[config.mk]
export PLATFORM = sky130hd
export DESIGN_NAME = aes_round_ctrl
export DESIGN_NICKNAME = d
export VERILOG_FILES = /design/src/rtl/aes_round_ctrl.sv
export SDC_FILE = /design/constraint.sdc
export NUM_CORES = 1
export LEC_CHECK = 0
export ABC_AREA = 1
export BUFFER_PORTS_ARGS = -buffer_cell sky130_fd_sc_hd__buf_4
export CORE_AREA = 2 2 406 408
export DETAILED_ROUTE_END_ITERATION = 8
export DIE_AREA = 0 0 408 410
export PLACE_DENSITY_LB_ADDON = 0.2
export SYNTH_ARGS = -nofsm -noshare
export SYNTH_HDL_FRONTEND = slang
export SYNTH_SLANG_ARGS = --single-unit
[constraint.sdc]
create_clock -name clk -period 4.2 [get_ports clk]
set_input_delay 1.26 -clock clk [delete_from_list [all_inputs] [get_ports clk]]
set_output_delay 1.26 -clock clk [all_outputs]
set_load 0.05 [all_outputs]
[src/rtl/aes_round_ctrl.sv]
// ---------------------------------------------------------------------------
// aes_round_ctrl
//
// Iterative AES-128 encryption sequencer. Holds the 128-bit cipher state,
// the current round key and the round constant, and steps one round per
// clock through an external combinational round datapath and key-expansion
// step.
//
// Parameters
//   NR          number of rounds performed (1..10); the last one skips
//               mix-columns (signalled on rnd_last)
//
// Optional build macro
//   AES_ROUND_CTRL_B2B_EN  when defined, a new block can be accepted on the
//                          same edge that the finished ciphertext is taken,
//                          removing the idle cycle between blocks
//
// Ports
//   clk, rst                clock (rising edge) / synchronous active-high reset
//   in_valid/in_ready       plaintext + key handshake (in_data, in_key)
//   out_valid/out_ready     ciphertext handshake (out_data)
//   rnd_data/rnd_key/rnd_last -> round datapath, rnd_result <- datapath
//   kx_key/kx_rcon          -> key-expansion step, kx_next <- key expansion
//   busy                    high while rounds are being computed
//   round_idx               current round number, 0 when not running
// ---------------------------------------------------------------------------
module aes_round_ctrl #(
    parameter int NR = 10
) (
    input  logic         clk,
    input  logic         rst,
    input  logic         in_valid,
    output logic         in_ready,
    input  logic [127:0] in_data,
    input  logic [127:0] in_key,
    output logic         out_valid,
    input  logic         out_ready,
    output logic [127:0] out_data,
    output logic [127:0] rnd_data,
    output logic [127:0] rnd_key,
    output logic         rnd_last,
    input  logic [127:0] rnd_result,
    output logic [127:0] kx_key,
    output logic [7:0]   kx_rcon,
    input  logic [127:0] kx_next,
    output logic         busy,
    output logic [3:0]   round_idx
);

    typedef enum logic [1:0] {
        S_IDLE = 2'd0,
        S_RUN  = 2'd1,
        S_DONE = 2'd2
    } state_t;

    localparam logic [3:0] LP_NR = 4'(NR);

    // GF(2^8) doubling used to advance the round constant.
    function automatic logic [7:0] xtime(input logic [7:0] x);
        return {x[6:0], 1'b0} ^ (x[7] ? 8'h1b : 8'h00);
    endfunction

    state_t         r_fsm;
    logic [127:0]   r_state;
    logic [127:0]   r_key;
    logic [7:0]     r_rcon;
    logic [3:0]     r_round;
    logic           r_out_valid;
    logic           r_busy;

    logic           w_in_ready;
    logic           w_accept;
    logic           w_in_run;
    logic           w_last;

    assign w_in_run = (r_fsm == S_RUN);
    assign w_last   = w_in_run && (r_round == LP_NR);

`ifdef AES_ROUND_CTRL_B2B_EN
    // In DONE a new block may enter on the same edge the result is consumed.
    assign w_in_ready = (r_fsm == S_IDLE) || ((r_fsm == S_DONE) && out_ready);
`else
    assign w_in_ready = (r_fsm == S_IDLE);
`endif

    assign w_accept = in_valid && w_in_ready;

    always_ff @(posedge clk) begin
        if (rst) begin
            r_fsm       <= S_IDLE;
            r_state     <= '0;
            r_key       <= '0;
            r_rcon      <= 8'h01;
            r_round     <= '0;
            r_out_valid <= 1'b0;
            r_busy      <= 1'b0;
        end else if (w_accept) begin
            // Initial AddRoundKey is folded into the load.
            r_state     <= in_data ^ in_key;
            r_key       <= in_key;
            r_rcon      <= 8'h01;
            r_round     <= 4'd1;
            r_fsm       <= S_RUN;
            r_busy      <= 1'b1;
            r_out_valid <= 1'b0;
        end else begin
            case (r_fsm)
                S_RUN: begin
                    r_state <= rnd_result;
                    r_key   <= kx_next;
                    r_rcon  <= xtime(r_rcon);
                    if (r_round == LP_NR) begin
                        r_fsm       <= S_DONE;
                        r_round     <= '0;
                        r_busy      <= 1'b0;
                        r_out_valid <= 1'b1;
                    end else begin
                        r_round <= r_round + 4'd1;
                    end
                end
                S_DONE: begin
                    if (out_ready) begin
                        r_fsm       <= S_IDLE;
                        r_out_valid <= 1'b0;
                    end
                end
                default: begin
                    r_fsm <= S_IDLE;
                end
            endcase
        end
    end

    // Datapath drive. Outside RUN the key path shows the held key so the
    // external logic sees deterministic values.
    assign rnd_data  = r_state;
    assign rnd_key   = w_in_run ? kx_next : r_key;
    assign rnd_last  = w_last;
    assign kx_key    = r_key;
    assign kx_rcon   = r_rcon;

    assign in_ready  = w_in_ready;
    assign out_valid = r_out_valid;
    assign out_data  = r_out_valid ? r_state : '0;
    assign busy      = r_busy;
    assign round_idx = r_round;

endmodule

== Word level (Yosys, flattened, before mapping) ==
Index checks and enable logic that the tools add are counted.

* Input bits: 516
* Output and inout bits: 528
* Bits in registers: 272
* Word-level logic and storage cells: 49

* Equal/unequal tests: 7
* Add/subtract/negate cells: 1
* Mux-type cells: 19
* Reduce and logical (&&, ||, !) cells: 11
* Bitwise gates (word level): 2

{| class="wikitable"
|+ Operators with widths
! kind !! count
|-
| $mux 128 || 5
|-
| $xor 128x128->128 || 1
|-
| $mux 1 || 8
|-
| $xor 8x5->8 || 1
|-
| $reduce_and 2->1 || 3
|-
| $reduce_bool 2->1 || 3
|-
| $mux 5 || 1
|-
| $add 4x1->4 const B || 1
|-
| $eq 4x4->1 const B || 1
|-
| $mux 2 || 2
|-
| $mux 4 || 1
|-
| $pmux 2 s2 || 1
|-
| $ne 3x2->1 const B || 1
|-
| $ne 3x3->1 const B || 1
|-
| $reduce_and 3->1 || 1
|-
| $eq 2x1->1 const B || 1
|-
| $eq 2x2->1 const B || 1
|-
| $logic_and 1x1->1 || 2
|-
| $logic_not 2->1 || 1
|-
| $ne 2x1->1 const B || 1
|-
| $ne 2x2->1 const B || 1
|-
| $pmux 1 s2 || 1
|-
| $reduce_or 2->1 || 1
|}

== Logic depth before layout (Yosys ltp) ==
Gate-level depths: netlist of the first run.

* Word-level depth: 4
* Depth in mapped cells: 9
* Depth with buffers taken out: 7

== Worst setup path before layout of the first run ==
Ideal clock, no wire load.

* Kind: in2out
* Start: in kx_next[0]
* End: out rnd_key[0]
* Stages on the path: 2
* Buffers on the path: 0
* Data required time: 2.940 ns
* Path slack: 1.254 ns
* Arrival: 1.686 ns
* Path through: o21ai_0 -> inv_1

* Cells in the longest elaborated chain, start to end: 1

{| class="wikitable"
|+ RTL lines
! element !! RTL line !! RTL
|-
| start: declaration || 45 || <nowiki>input logic [127:0] kx_next,</nowiki>
|-
| $mux 128 || - ||
|-
| end: declaration || 40 || <nowiki>output logic [127:0] rnd_key,</nowiki>
|}

Every way passes these cells.

== Final worst setup path of the first run ==
* Start: reg r_fsm[1]
* End: out rnd_key[46]

* Cells in the longest elaborated chain, start to end: 2

{| class="wikitable"
|+ RTL lines
! element !! RTL line !! RTL
|-
| start: declaration || 63 || <nowiki>state_t r_fsm;</nowiki>
|-
| start signal: assignment || 90 || <nowiki>r_fsm <= S_IDLE;</nowiki>
|-
| start signal: assignment || 103 || <nowiki>r_fsm <= S_RUN;</nowiki>
|-
| start signal: assignment || 113 || <nowiki>r_fsm <= S_DONE;</nowiki>
|-
| $eq 2x1->1 || 76 || <nowiki>assign w_in_run = (r_fsm == S_RUN);</nowiki>
|-
| $mux 128 || - ||
|}

Every way passes these cells.

==> Implementation_results.wiki, run 1 <==
{| class="wikitable"
! Metric !! Value
|-
| Shortest clock period the worst path allows after layout || 3.94 ns
|-
| Global-route total usage across every layer || 12.2%
|-
| DR pass1 iterations || 5
|-
| Final antenna-violating net count || 0
|-
| Endpoints failing hold || 0
|-
| Core Rows || 149
|-
| Number of global-route vias before repair || 17.9k
|-
| Power density over the cells || 410 nW/um^2
|-
| Cell count after synthesis || 2280
|-
| Startpoint of the worst-slack reg-to-reg timing path || r_fsm[0]$_SDFFE_PP0P_
|-
| Average cell area after synthesis || 6.48 sq um
|-
| Clock transition at the registers of the reported paths || 0.05 ns
|-
| NumNets Final || 3794
|-
| Worst Min Path Start || busy$_SDFFE_PP0P_
|-
| Cell area after technology mapping || 14800 sq um
|-
| Worst hold margin || 0.462 ns
|-
| Number of stages on the worst hold path || 2
|-
| Setup total negative slack || 0 ns
|-
| Initial DRC Count || 815
|-
| IO Port Bufs || 1043
|-
| Setup repair after global routing missed its margin || false
|-
| Worst Setup Start Kind || flip-flop
|-
| Number of inserted filler cells in the final layout || 19.0k
|-
| Relative contribution of combinational cells to total power || 35.8%
|-
| Ys Warns || 0
|-
| Worst Max-Slew Pin Slew || 1.05 ns
|-
| Largest clock skew in the final design || 0.0141 ns
|-
| Post-synthesis cell type with the largest combined area || sky130_fd_sc_hd__dfxtp_1
|-
| Via count || 18.0k
|-
| Worst ir drop on vdd || 0.218 mV
|-
| Critical path fanouts, max || 45
|-
| Arrival @ worst endpoint || 2.68 ns
|-
| Portion of synthesized cell area occupied by the leading cell type || 36.9%
|-
| Top cells by area, synth || sky130_fd_sc_hd__dfxtp_1, sky130_fd_sc_hd__nand2_1, sky130_fd_sc_hd__inv_1
|-
| Synthesis-to-layout area growth || 82.0%
|-
| Number of different library cells in the post-synthesis netlist || 25
|-
| Buffers from clock root to sink, at most || 3
|-
| Number of sinks handled by clock tree synthesis || 272
|-
| Full die area || 167000 sq um
|-
| R2r setup slk || 1.96 ns
|-
| Status || complete, no violations
|-
| Ports placed on the boundary || 1044
|-
| Worst min path class || reg2reg
|-
| Routability-driven placement congestion ratio || 0.859
|-
| Kind of critical path || reg2out
|-
| Wire length of the first global-routing pass || 144 mm
|-
| Initial standard-cell utilization of the core || 9.03%
|-
| Maximum Capacitance Violations || 0
|-
| Worst reg2reg endpoint || rnd_data[108]$_SDFFE_PP0P_
|-
| Crit path capture type || output port
|-
| Depth of the most critical reg-to-reg path || 9
|-
| Final count of pins violating max slew || 0
|-
| Final setup violating endpoints || 0
|-
| Share of final-layout standard cells stronger than drive strength 1 || 39.3%
|-
| Worst path required time || 2.94 ns
|-
| GR Overflow Total || 0
|-
| Final routed wire length divided by cell count || 19.4 um
|-
| Max Clk Rate || 254 MHz
|-
| Portion of total power attributed to sequential cells || 27.5%
|-
| Die X-Extent || 408 um
|-
| Number of nets produced by synthesis || 2796
|-
| Hold-critical path endpoint || busy$_SDFFE_PP0P_
|-
| Proportion of synthesized chip area in sequential cells || 36.9%
|-
| TritonCTS Buffers || 43
|-
| Final standard cell area without fillers || 26900 sq um
|-
| Postcts setup bufs || 0
|-
| H-tree depth || 2
|-
| HPWL after DPL || 85.1 mm
|-
| Number of cells after detailed placement || 5422
|-
| CTS hold repair buffers || 0
|-
| Placed cell area || 25300 sq um
|-
| Standard cell core area || 163000 sq um
|-
| Static Leakage || 14.8 nW
|-
| Largest net degree at the start of global routing || 82
|-
| Net Sw Frac || 39.9%
|-
| Chip height || 410 um
|-
| Clk root buf || sky130_fd_sc_hd__clkbuf_16
|-
| CTS tree || yes
|-
| Cts repair resizes || 1
|-
| Post-route non-filler standard cell count || 5504
|-
| Part of the power in the clock network || 36.7%
|-
| Clock insertion delay at the later pin of the skew report || 0.59 ns
|-
| Initial antenna violation count || 14
|-
| Per-cell via count in the routed design || 3.27
|-
| Switching power || 4.40 mW
|-
| DRC violations left || 0
|-
| Drt total wl || 107 mm
|-
| Relative slew slack || 29.8%
|-
| Cell-internal power || 6.62 mW
|-
| Flop and latch count out of synthesis || 272
|-
| Period Utilization, post-route || 93.8%
|}
[through the flow]
| step | util, % | total power, mW | setup slack (ns) |
|---|---|---|---|
| after global routing | 16.4 | 11.6 | 0.0364 |
| after CTS | 16.4 | 11.3 | 0.0738 |
| after global placement | 15.5 | 7.09 | 0.525 |
| after detailed placement | 15.5 | 7.09 | 0.520 |
| after floorplan | - | 5.35 | 1.25 |
| final | 16.4 | 11.0 | 0.259 |
[worst max-delay path, cell delays in order, from the launching register on]
cell and delay, ns:
sky130_fd_sc_hd__dfxtp_1 0.36, sky130_fd_sc_hd__inv_1 0.17, sky130_fd_sc_hd__nand2_4 0.38, sky130_fd_sc_hd__buf_12 0.34, sky130_fd_sc_hd__o21ai_0 0.43, sky130_fd_sc_hd__inv_1 0.11, sky130_fd_sc_hd__buf_4 0.21
[registers in the layout, summed over array words and instances (netlist names)]
signal / count
kx_key: 128
rnd_data: 128
kx_rcon: 8
round_idx: 4
r_fsm: 2
busy: 1
out_valid: 1
[routing by layer]
metal  global-route usage (%)  wire (um)  up-vias
met3                     2.78       6540       94
met5                        0         28        -
met4                     2.96       2210        6
li1                         -          -     8942
met2                     21.0      52400      595
met1                     15.2      45800     8374
[placed cells by master (no fill, tap or decap), drive strengths merged]
cell | Yosys | layout
a21oi | 141 | 141
buf | 52 | 1096
bufinv | 0 | 7
clkbuf | 91 | 63
clkinv | 0 | 5
dfxtp | 272 | 272
diode | 0 | 7
inv | 396 | 396
nand2 | 664 | 664
nand3 | 130 | 130
nand3b | 1 | 1
nand4 | 1 | 1
nor2 | 6 | 6
nor3 | 3 | 3
o21ai | 263 | 263
o21bai | 1 | 1
or2 | 128 | 128
xnor2 | 3 | 3
xor2 | 128 | 128
[cells in the mapped netlist (all sizes together)]
| cell | count |
|---|---|
| nand2 | 664 |
| clkbuf | 91 |
| nor2 | 6 |
| a21oi | 141 |
| or2 | 128 |
| nand3 | 130 |
| nand3b | 1 |
| inv | 396 |
| o21bai | 1 |
| xnor2 | 3 |
| o21ai | 263 |
| nand4 | 1 |
| nor3 | 3 |
| buf | 52 |
| xor2 | 128 |
| dfxtp | 272 |
[cell families (layout without fill, tap and decap cells)]
kind of cell	count (synthesis)	in the layout	share of synthesized area, %
XOR/XNOR	131	131	7.77
other	0	7	0
AND/OR/NAND/NOR	933	933	27.2
AO/OA/AOI/OAI	405	405	13.7
flip-flops	272	272	36.9
buffers and inverters	539	1567	14.4
[power by group through the flow]
stage	registers, mW	clock network (mW)	logic [mW]
CTS	3.04	4.24	4.01
finish	3.04	4.04	3.95
global route	3.06	4.31	4.20
detailed placement	3.09	0	4.00
global placement	3.09	0	4.00
floorplan	3.83	0	1.52
[layout make-up]
class,instances,area (sq um),share of cell area (%)
Inverter,396,1500,5.58
Multi-Input combinational cell,1469,7220,26.9
Clock inverter,12,235,0.875
Clock buffer,63,1280,4.78
Timing Repair Buffer,1096,8430,31.4
Antenna cell,7,17.5,0.0652
Sequential cell,272,5450,20.3
Tap cell,2189,2740,10.2
[how the worst max path moves through the flow]
stage                               start           to  cells after the start
floorplan                      kx_next[0]   rnd_key[0]                      2
global placement              kx_next[98]  rnd_key[98]                      4
detailed placement            kx_next[98]  rnd_key[98]                      4
CTS                 r_fsm[1]$_SDFFE_PP0P_  rnd_key[46]                      6
global route        r_fsm[1]$_SDFFE_PP0P_  rnd_key[46]                      6
finish              r_fsm[1]$_SDFFE_PP0P_  rnd_key[46]                      6
No activity file was read; power rests on OpenSTA's default activity.
==> run 2: changes to the inputs <==
CORE_AREA = 2 2 408 410   (was 2 2 406 408)
DIE_AREA = 0 0 410 412   (was 0 0 408 410)
clock period = 3.8 ns   (was 4.2 ns; I/O delays follow)
==> run 2 against run 1 <==
Hold slack improved by 0.014 ns. Cell count barely moved. Sequential share of layout area is 0.11 points higher. Die area up 0.98%. Clock skew shrank 0.0030 ns. Total power is 6.1% higher. Largest cell class unchanged.
==> Implementation_results.wiki, run 2 (synthesized netlist as in run 1, its figures left out) <==
{| class="wikitable"
! Metric !! Value
|-
| CTS tree || yes
|-
| Leading cell type in the layout, fill and taps excluded || sky130_fd_sc_hd__buf_4
|-
| IO Port Bufs || 1043 (unchanged)
|-
| NumNets Final || 3797 (+0.079%)
|-
| Number of global-route vias before repair || 17.7k (-1.0%)
|-
| Core Rows || 149 (unchanged)
|-
| Final setup violating endpoints || 0 (unchanged)
|-
| Relative slew slack || 36.9% (+7.1 points)
|-
| Most frequent cells in the layout || sky130_fd_sc_hd__buf_4, sky130_fd_sc_hd__nand2_1, sky130_fd_sc_hd__inv_1
|-
| Shortest clock period the worst path allows after layout || 3.63 ns
|-
| Routed length on met3 || 8.38 mm (+28%)
|-
| Per-cell via count in the routed design || 3.29 (+0.45%)
|-
| Number of cells after detailed placement || 5426 (+0.074%)
|-
| H-tree depth || 2 (unchanged)
|-
| Ports placed on the boundary || 1044 (unchanged)
|-
| Crit path capture type || output port
|-
| Highest metal layer with signal wires || met5
|-
| Chip height || 412 um (+0.49%)
|-
| Clk root buf || sky130_fd_sc_hd__clkbuf_16
|-
| Critical path fanouts, max || 37 (-18%)
|-
| Initial antenna violation count || 11 (-3)
|-
| TritonCTS Buffers || 41 (-4.7%)
|-
| Worst path required time || 2.66 ns (-0.28 ns)
|-
| Die X-Extent || 410 um (+0.49%)
|-
| Routed met1 length || 43.6 mm (-4.7%)
|-
| Buffers from clock root to sink, at most || 3 (unchanged)
|-
| Maximum Capacitance Violations || 0 (unchanged)
|-
| Initial DRC Count || 1028 (+26%)
|-
| DR pass1 iterations || 5 (unchanged)
|-
| Post-route non-filler standard cell count || 5508 (+0.073%)
|-
| Final setup margin || 0.167 ns (-0.0920 ns)
|-
| Static Leakage || 14.7 nW (-0.41%)
|-
| Worst min path class || reg2reg
|-
| Worst hold margin || 0.475 ns (+0.0139 ns)
|-
| Setup total negative slack || 0 ns (unchanged)
|-
| Drt total wl || 109 mm (+1.5%)
|-
| Max Clk Rate || 275 MHz
|-
| Worst Setup Start Kind || flip-flop
|-
| HPWL after DPL || 87.1 mm (+2.4%)
|-
| Largest net degree at the start of global routing || 67 (-18%)
|-
| Endpoints failing hold || 0 (unchanged)
|-
| Final count of pins violating max slew || 0 (unchanged)
|-
| CTS hold repair buffers || 0 (unchanged)
|-
| Final routed wire length divided by cell count || 19.7 um (+1.4%)
|-
| GR Overflow Total || 0 (unchanged)
|-
| Placed cell area || 25300 sq um (about the same)
|-
| Wire length of the first global-routing pass || 144 mm (-0.27%)
|-
| Final antenna-violating net count || 0 (unchanged)
|-
| Standard cell core area || 164000 sq um (+0.46%)
|-
| Via count || 18.1k (+0.53%)
|-
| Arrival @ worst endpoint || 2.49 ns (-0.19 ns)
|-
| Final standard cell area without fillers || 26700 sq um (-0.51%)
|-
| Routability-driven placement congestion ratio || 0.848 (-1.2%)
|-
| Kind of critical path || reg2out
|-
| Postcts setup bufs || 0 (unchanged)
|-
| Met2 WL post-DR || 54.1 mm (+3.3%)
|-
| Full die area || 169000 sq um (+0.98%)
|-
| Synthesis-to-layout area growth || 81.1%
|-
| Clock insertion delay at the later pin of the skew report || 0.59 ns (about the same)
|-
| Power, Total || 11.7 mW (+6.1%)
|-
| Largest clock skew in the final design || 0.0111 ns (-0.00300 ns)
|-
| DRC violations left || 0 (unchanged)
|-
| Clock transition at the registers of the reported paths || 0.05 ns (about the same)
|-
| Final core occ || 16.3% (-0.16 points)
|-
| Status || complete, no violations
|-
| Initial standard-cell utilization of the core || 8.99% (-0.041 points)
|-
| Worst setup timing slack at the placement stage || 0.634 ns (+0.114 ns)
|-
| Number of sinks handled by clock tree synthesis || 272 (unchanged)
|-
| Worst ir drop on vdd || 0.246 mV (+13%)
|-
| Power density over the cells || 438 nW/um^2 (+6.7%)
|-
| Setup repair after global routing missed its margin || false
|-
| Worst Max-Slew Pin Slew || 0.943 ns (-0.107 ns)
|-
| Global-route total usage across every layer || 12.1% (-0.088 points)
|-
| Share of final-layout standard cells stronger than drive strength 1 || 39.3% (+0.061 points)
|-
| Period Utilization, post-route || 95.6%
|}
-- run 2: cell types whose count changed in the layout (fill, tap and decap cells not counted), moves of 2 or more --
cell                         previous run  this run
sky130_fd_sc_hd__clkbuf_1               9        11
sky130_fd_sc_hd__clkbuf_8               9        13
sky130_fd_sc_hd__clkinvlp_4             0         2
sky130_fd_sc_hd__bufinv_16              7         0
sky130_fd_sc_hd__buf_4               1080      1086
sky130_fd_sc_hd__buf_12                16        12
-- run 2: path summary, 6_finish.rpt --
check | start | to | slack (ns) | depth (start not counted)
max reg2reg | r_fsm[1]$_SDFFE_PP0P_ | rnd_data[112]$_SDFFE_PP0P_ | 1.58 | 9
min reg2reg | busy$_SDFFE_PP0P_ | busy$_SDFFE_PP0P_ | 0.48 | 2
max | r_fsm[1]$_SDFFE_PP0P_ | rnd_key[126] | 0.17 | 6
min | busy$_SDFFE_PP0P_ | busy$_SDFFE_PP0P_ | 0.48 | 2
-- run 2: cell type report --
cell class / instances / area [sq um]
Sequential cell: 272 / 5450
Inverter: 396 / 1500
Clock buffer: 67 / 1300
Clock inverter: 8 / 48.8
Multi-Input combinational cell: 1469 / 7230
Tap cell: 2189 / 2740
Timing Repair Buffer: 1101 / 8460
Antenna cell: 6 / 15.0
Fill cell: 19000 / 138000
-- run 2: per-layer routing --
| metal | track usage, % | up-vias |
|---|---|---|
| met5 | 0 | - |
| met4 | 3.14 | 10 |
| met3 | 2.89 | 105 |
| met2 | 21.2 | 645 |
| met1 | 14.7 | 8403 |
| li1 | - | 8943 |
-- run 2: report_power, final --
group	internal (mW)	leakage [nW]	total, mW	switching (mW)
combinational	1.41	11.8	4.37	2.96
clock	2.32	0.661	3.96	1.64
sequential	3.12	2.26	3.37	0.248
-- run 2: repair_timing --
item | 4_1_cts | 5_1_grt
resized for setup | 3 | 2
gates cloned | 0 | 1
setup endpoints to repair | 3 | 4
-- run 2: critical path, stage by stage, from the launching register on --
cell and delay [ns]:
sky130_fd_sc_hd__dfxtp_1 0.36, sky130_fd_sc_hd__inv_1 0.22, sky130_fd_sc_hd__nand2_8 0.21, sky130_fd_sc_hd__buf_12 0.25
sky130_fd_sc_hd__o21ai_0 0.46, sky130_fd_sc_hd__inv_1 0.10, sky130_fd_sc_hd__buf_4 0.21
==> run 3: changes to the inputs <==
==> constraint.sdc (replaced) <==
create_clock -name clk -period 3.8 [get_ports clk]
set_input_delay 0.19 -clock clk [delete_from_list [all_inputs] [get_ports clk]]
set_output_delay 0.19 -clock clk [all_outputs]
set_load 0.05 [all_outputs]
==> run 3 against run 2 <==
Worst setup slack better by 0.65 ns. Clock power is 8.8% higher. Global-route usage increased by 0.17 points. First-iteration DRC count down 2.1%. Critical endpoint is now rnd_key[98]. Largest cell class unchanged.
==> Implementation_results.wiki, run 3 (synthesized netlist as in run 1, its figures left out) <==
{| class="wikitable"
! Metric !! Value
|-
| Final antenna-violating net count || 0 (unchanged)
|-
| Final routed wire length divided by cell count || 18.3 um (-7.0%)
|-
| Global-route track usage on met3 || 2.60% (-0.29 points)
|-
| Global-route total usage across every layer || 12.2% (+0.17 points)
|-
| Initial antenna violation count || 18 (+7)
|-
| Worst Setup Start Kind || flip-flop
|-
| NumNets Final || 4263 (+12%)
|-
| Setup total negative slack || 0 ns (unchanged)
|-
| DR pass1 iterations || 5 (unchanged)
|-
| Final setup margin || 0.821 ns (+0.654 ns)
|-
| Full die area || 169000 sq um (unchanged)
|-
| Met1 Track Usage GR || 15.1% (+0.40 points)
|-
| Die X-Extent || 410 um (unchanged)
|-
| Power density over the cells || 402 nW/um^2 (-8.2%)
|-
| Shortest clock period the worst path allows after layout || 2.98 ns (-0.654 ns)
|-
| Via count || 20.2k (+12%)
|-
| Worst min path class || in2reg
|-
| CTS tree || yes
|-
| Initial standard-cell utilization of the core || 8.99% (unchanged)
|-
| Relative slew slack || 30.3% (-6.6 points)
|-
| Max Clk Rate || 336 MHz (+22%)
|-
| Per-cell via count in the routed design || 3.39 (+3.0%)
|-
| H-tree depth || 2 (unchanged)
|-
| Ports placed on the boundary || 1044 (unchanged)
|-
| Critical path fanouts, max || 57 (+54%)
|-
| Largest clock skew in the final design || 0.0188 ns (+0.00763 ns)
|-
| Most frequent cells in the layout || sky130_fd_sc_hd__buf_4, sky130_fd_sc_hd__nand2_1, sky130_fd_sc_hd__dlygate4sd3_1
|-
| Clock insertion delay at the later pin of the skew report || 0.60 ns (about the same)
|-
| Number of sinks handled by clock tree synthesis || 272 (unchanged)
|-
| Leading cell type in the layout, fill and taps excluded || sky130_fd_sc_hd__buf_4
|-
| Initial DRC Count || 1006 (-2.1%)
|-
| Buffers from clock root to sink, at most || 3 (unchanged)
|-
| Kind of critical path || reg2out
|-
| Routability-driven placement congestion ratio || 0.846 (-0.26%)
|-
| Most utilized layer in the global route result || met2
|-
| GR Overflow Total || 0 (unchanged)
|-
| Synthesis-to-layout area growth || 113%
|-
| Crit path capture type || output port
|-
| Final setup violating endpoints || 0 (unchanged)
|-
| Largest net degree at the start of global routing || 107 (+60%)
|-
| Worst ir drop on vdd || 0.279 mV (+13%)
|-
| Status || complete, no violations
|-
| DRC violations left || 0 (unchanged)
|-
| Clk root buf || sky130_fd_sc_hd__clkbuf_16
|-
| Worst Max-Slew Pin Slew || 1.04 ns (+0.0990 ns)
|-
| Setup repair after global routing missed its margin || false
|-
| Worst setup timing slack at the placement stage || 1.43 ns (+0.798 ns)
|-
| Maximum Capacitance Violations || 0 (unchanged)
|-
| Period Utilization, post-route || 78.4% (-17 points)
|-
| TritonCTS Buffers || 43 (+4.9%)
|-
| HPWL after DPL || 85.0 mm (-2.4%)
|-
| Static Leakage || 16.9 nW (+15%)
|-
| Clock transition at the registers of the reported paths || 0.06 ns (about the same)
|-
| Share of final-layout standard cells stronger than drive strength 1 || 34.0% (-5.4 points)
|-
| Drt total wl || 109 mm (+0.83%)
|-
| Number of global-route vias before repair || 20.3k (+15%)
|-
| Chip height || 412 um (unchanged)
|-
| Standard cell core area || 164000 sq um (unchanged)
|-
| Final count of pins violating max slew || 0 (unchanged)
|-
| Endpoints failing hold || 0 (unchanged)
|-
| Worst path required time || 3.61 ns (+0.95 ns)
|-
| Arrival @ worst endpoint || 2.79 ns (+0.30 ns)
|-
| Wire length of the first global-routing pass || 150 mm (+4.1%)
|-
| Global-route met2 utilization || 21.1% (-0.12 points)
|-
| IO Port Bufs || 1043 (unchanged)
|-
| Core Rows || 149 (unchanged)
|-
| Power, Total || 12.7 mW (+8.2%)
|-
| Final core occ || 19.2% (+2.9 points)
|}
## run 3: cell count changes in the layout (fill, tap and decap cells not counted), moves of 5 or more
cell,delta
sky130_fd_sc_hd__dlygate4sd3_1,+484
sky130_fd_sc_hd__buf_4,-18
sky130_fd_sc_hd__clkbuf_8,-6
sky130_fd_sc_hd__bufinv_16,+5
## run 3: final cells by class
| type | count | area (sq um) |
|---|---|---|
| flip-flops and latches | 272 | 5450 |
| clock buffers | 63 | 1260 |
| fillers | 18800 | 133000 |
| repair buffers | 1565 | 13100 |
| multi-input cells | 1469 | 7220 |
| diodes | 6 | 15.0 |
| inverters | 396 | 1500 |
| well taps | 2189 | 2740 |
| clock inverters | 14 | 204 |
## run 3: path summary, 6_finish.rpt
kind                    startpoint                   endpoint  slack [ns]  cells after the start
max reg2reg  r_fsm[1]$_SDFFE_PP0P_       kx_key[8]$_SDFF_PP0_        0.97                      7
min                 rnd_result[94]  rnd_data[94]$_SDFFE_PP0P_        0.05                      5
min reg2reg      busy$_SDFFE_PP0P_          busy$_SDFFE_PP0P_        0.46                      2
max          r_fsm[1]$_SDFFE_PP0P_                rnd_key[98]        0.82                      6
## run 3: per-layer routing
metal | vias to the layer above | part of all wire (%)
li1 | 9877 | -
met1 | 9593 | 42
met2 | 625 | 49
met3 | 126 | 5.6
met4 | 10 | 3.1
met5 | - | 0.058
## run 3: timing repair
| action | 4_1_cts | 5_1_grt |
|---|---|---|
| hold buffers | 484 | 0 |
| gates resized for setup | 0 | 0 |
| buffers inserted | 0 | 0 |
| hold endpoints to repair | 265 | 0 |
## run 3: metrics by stage
stage,hold WS [ns],std cells,cell area (sq um)
3_3_place_gp,0.454,5407,25200
2_1_floorplan,0.259,2280,14800
5_1_grt,0.0414,5971,31500
6_report,0.0462,5974,31500
4_1_cts,0.0000154,5968,31500
3_5_place_dp,0.457,5407,25200
## run 3: critical path: stages, from the launching register on
cell and delay, ns:
sky130_fd_sc_hd__dfxtp_1 0.37, sky130_fd_sc_hd__inv_1 0.17, sky130_fd_sc_hd__nand2_4 0.23, sky130_fd_sc_hd__buf_12 0.26, sky130_fd_sc_hd__o21ai_0 0.69, sky130_fd_sc_hd__inv_1 0.14
sky130_fd_sc_hd__buf_4 0.23
## run 3: report_power, final
group          total [mW]  leakage (nW)  internal [mW]  switching, mW
clock                4.31         0.716           2.63           1.68
combinational        4.96          14.0           1.89           3.07
sequential           3.39          2.26           3.12          0.269
total                12.7          16.9           7.64           5.02
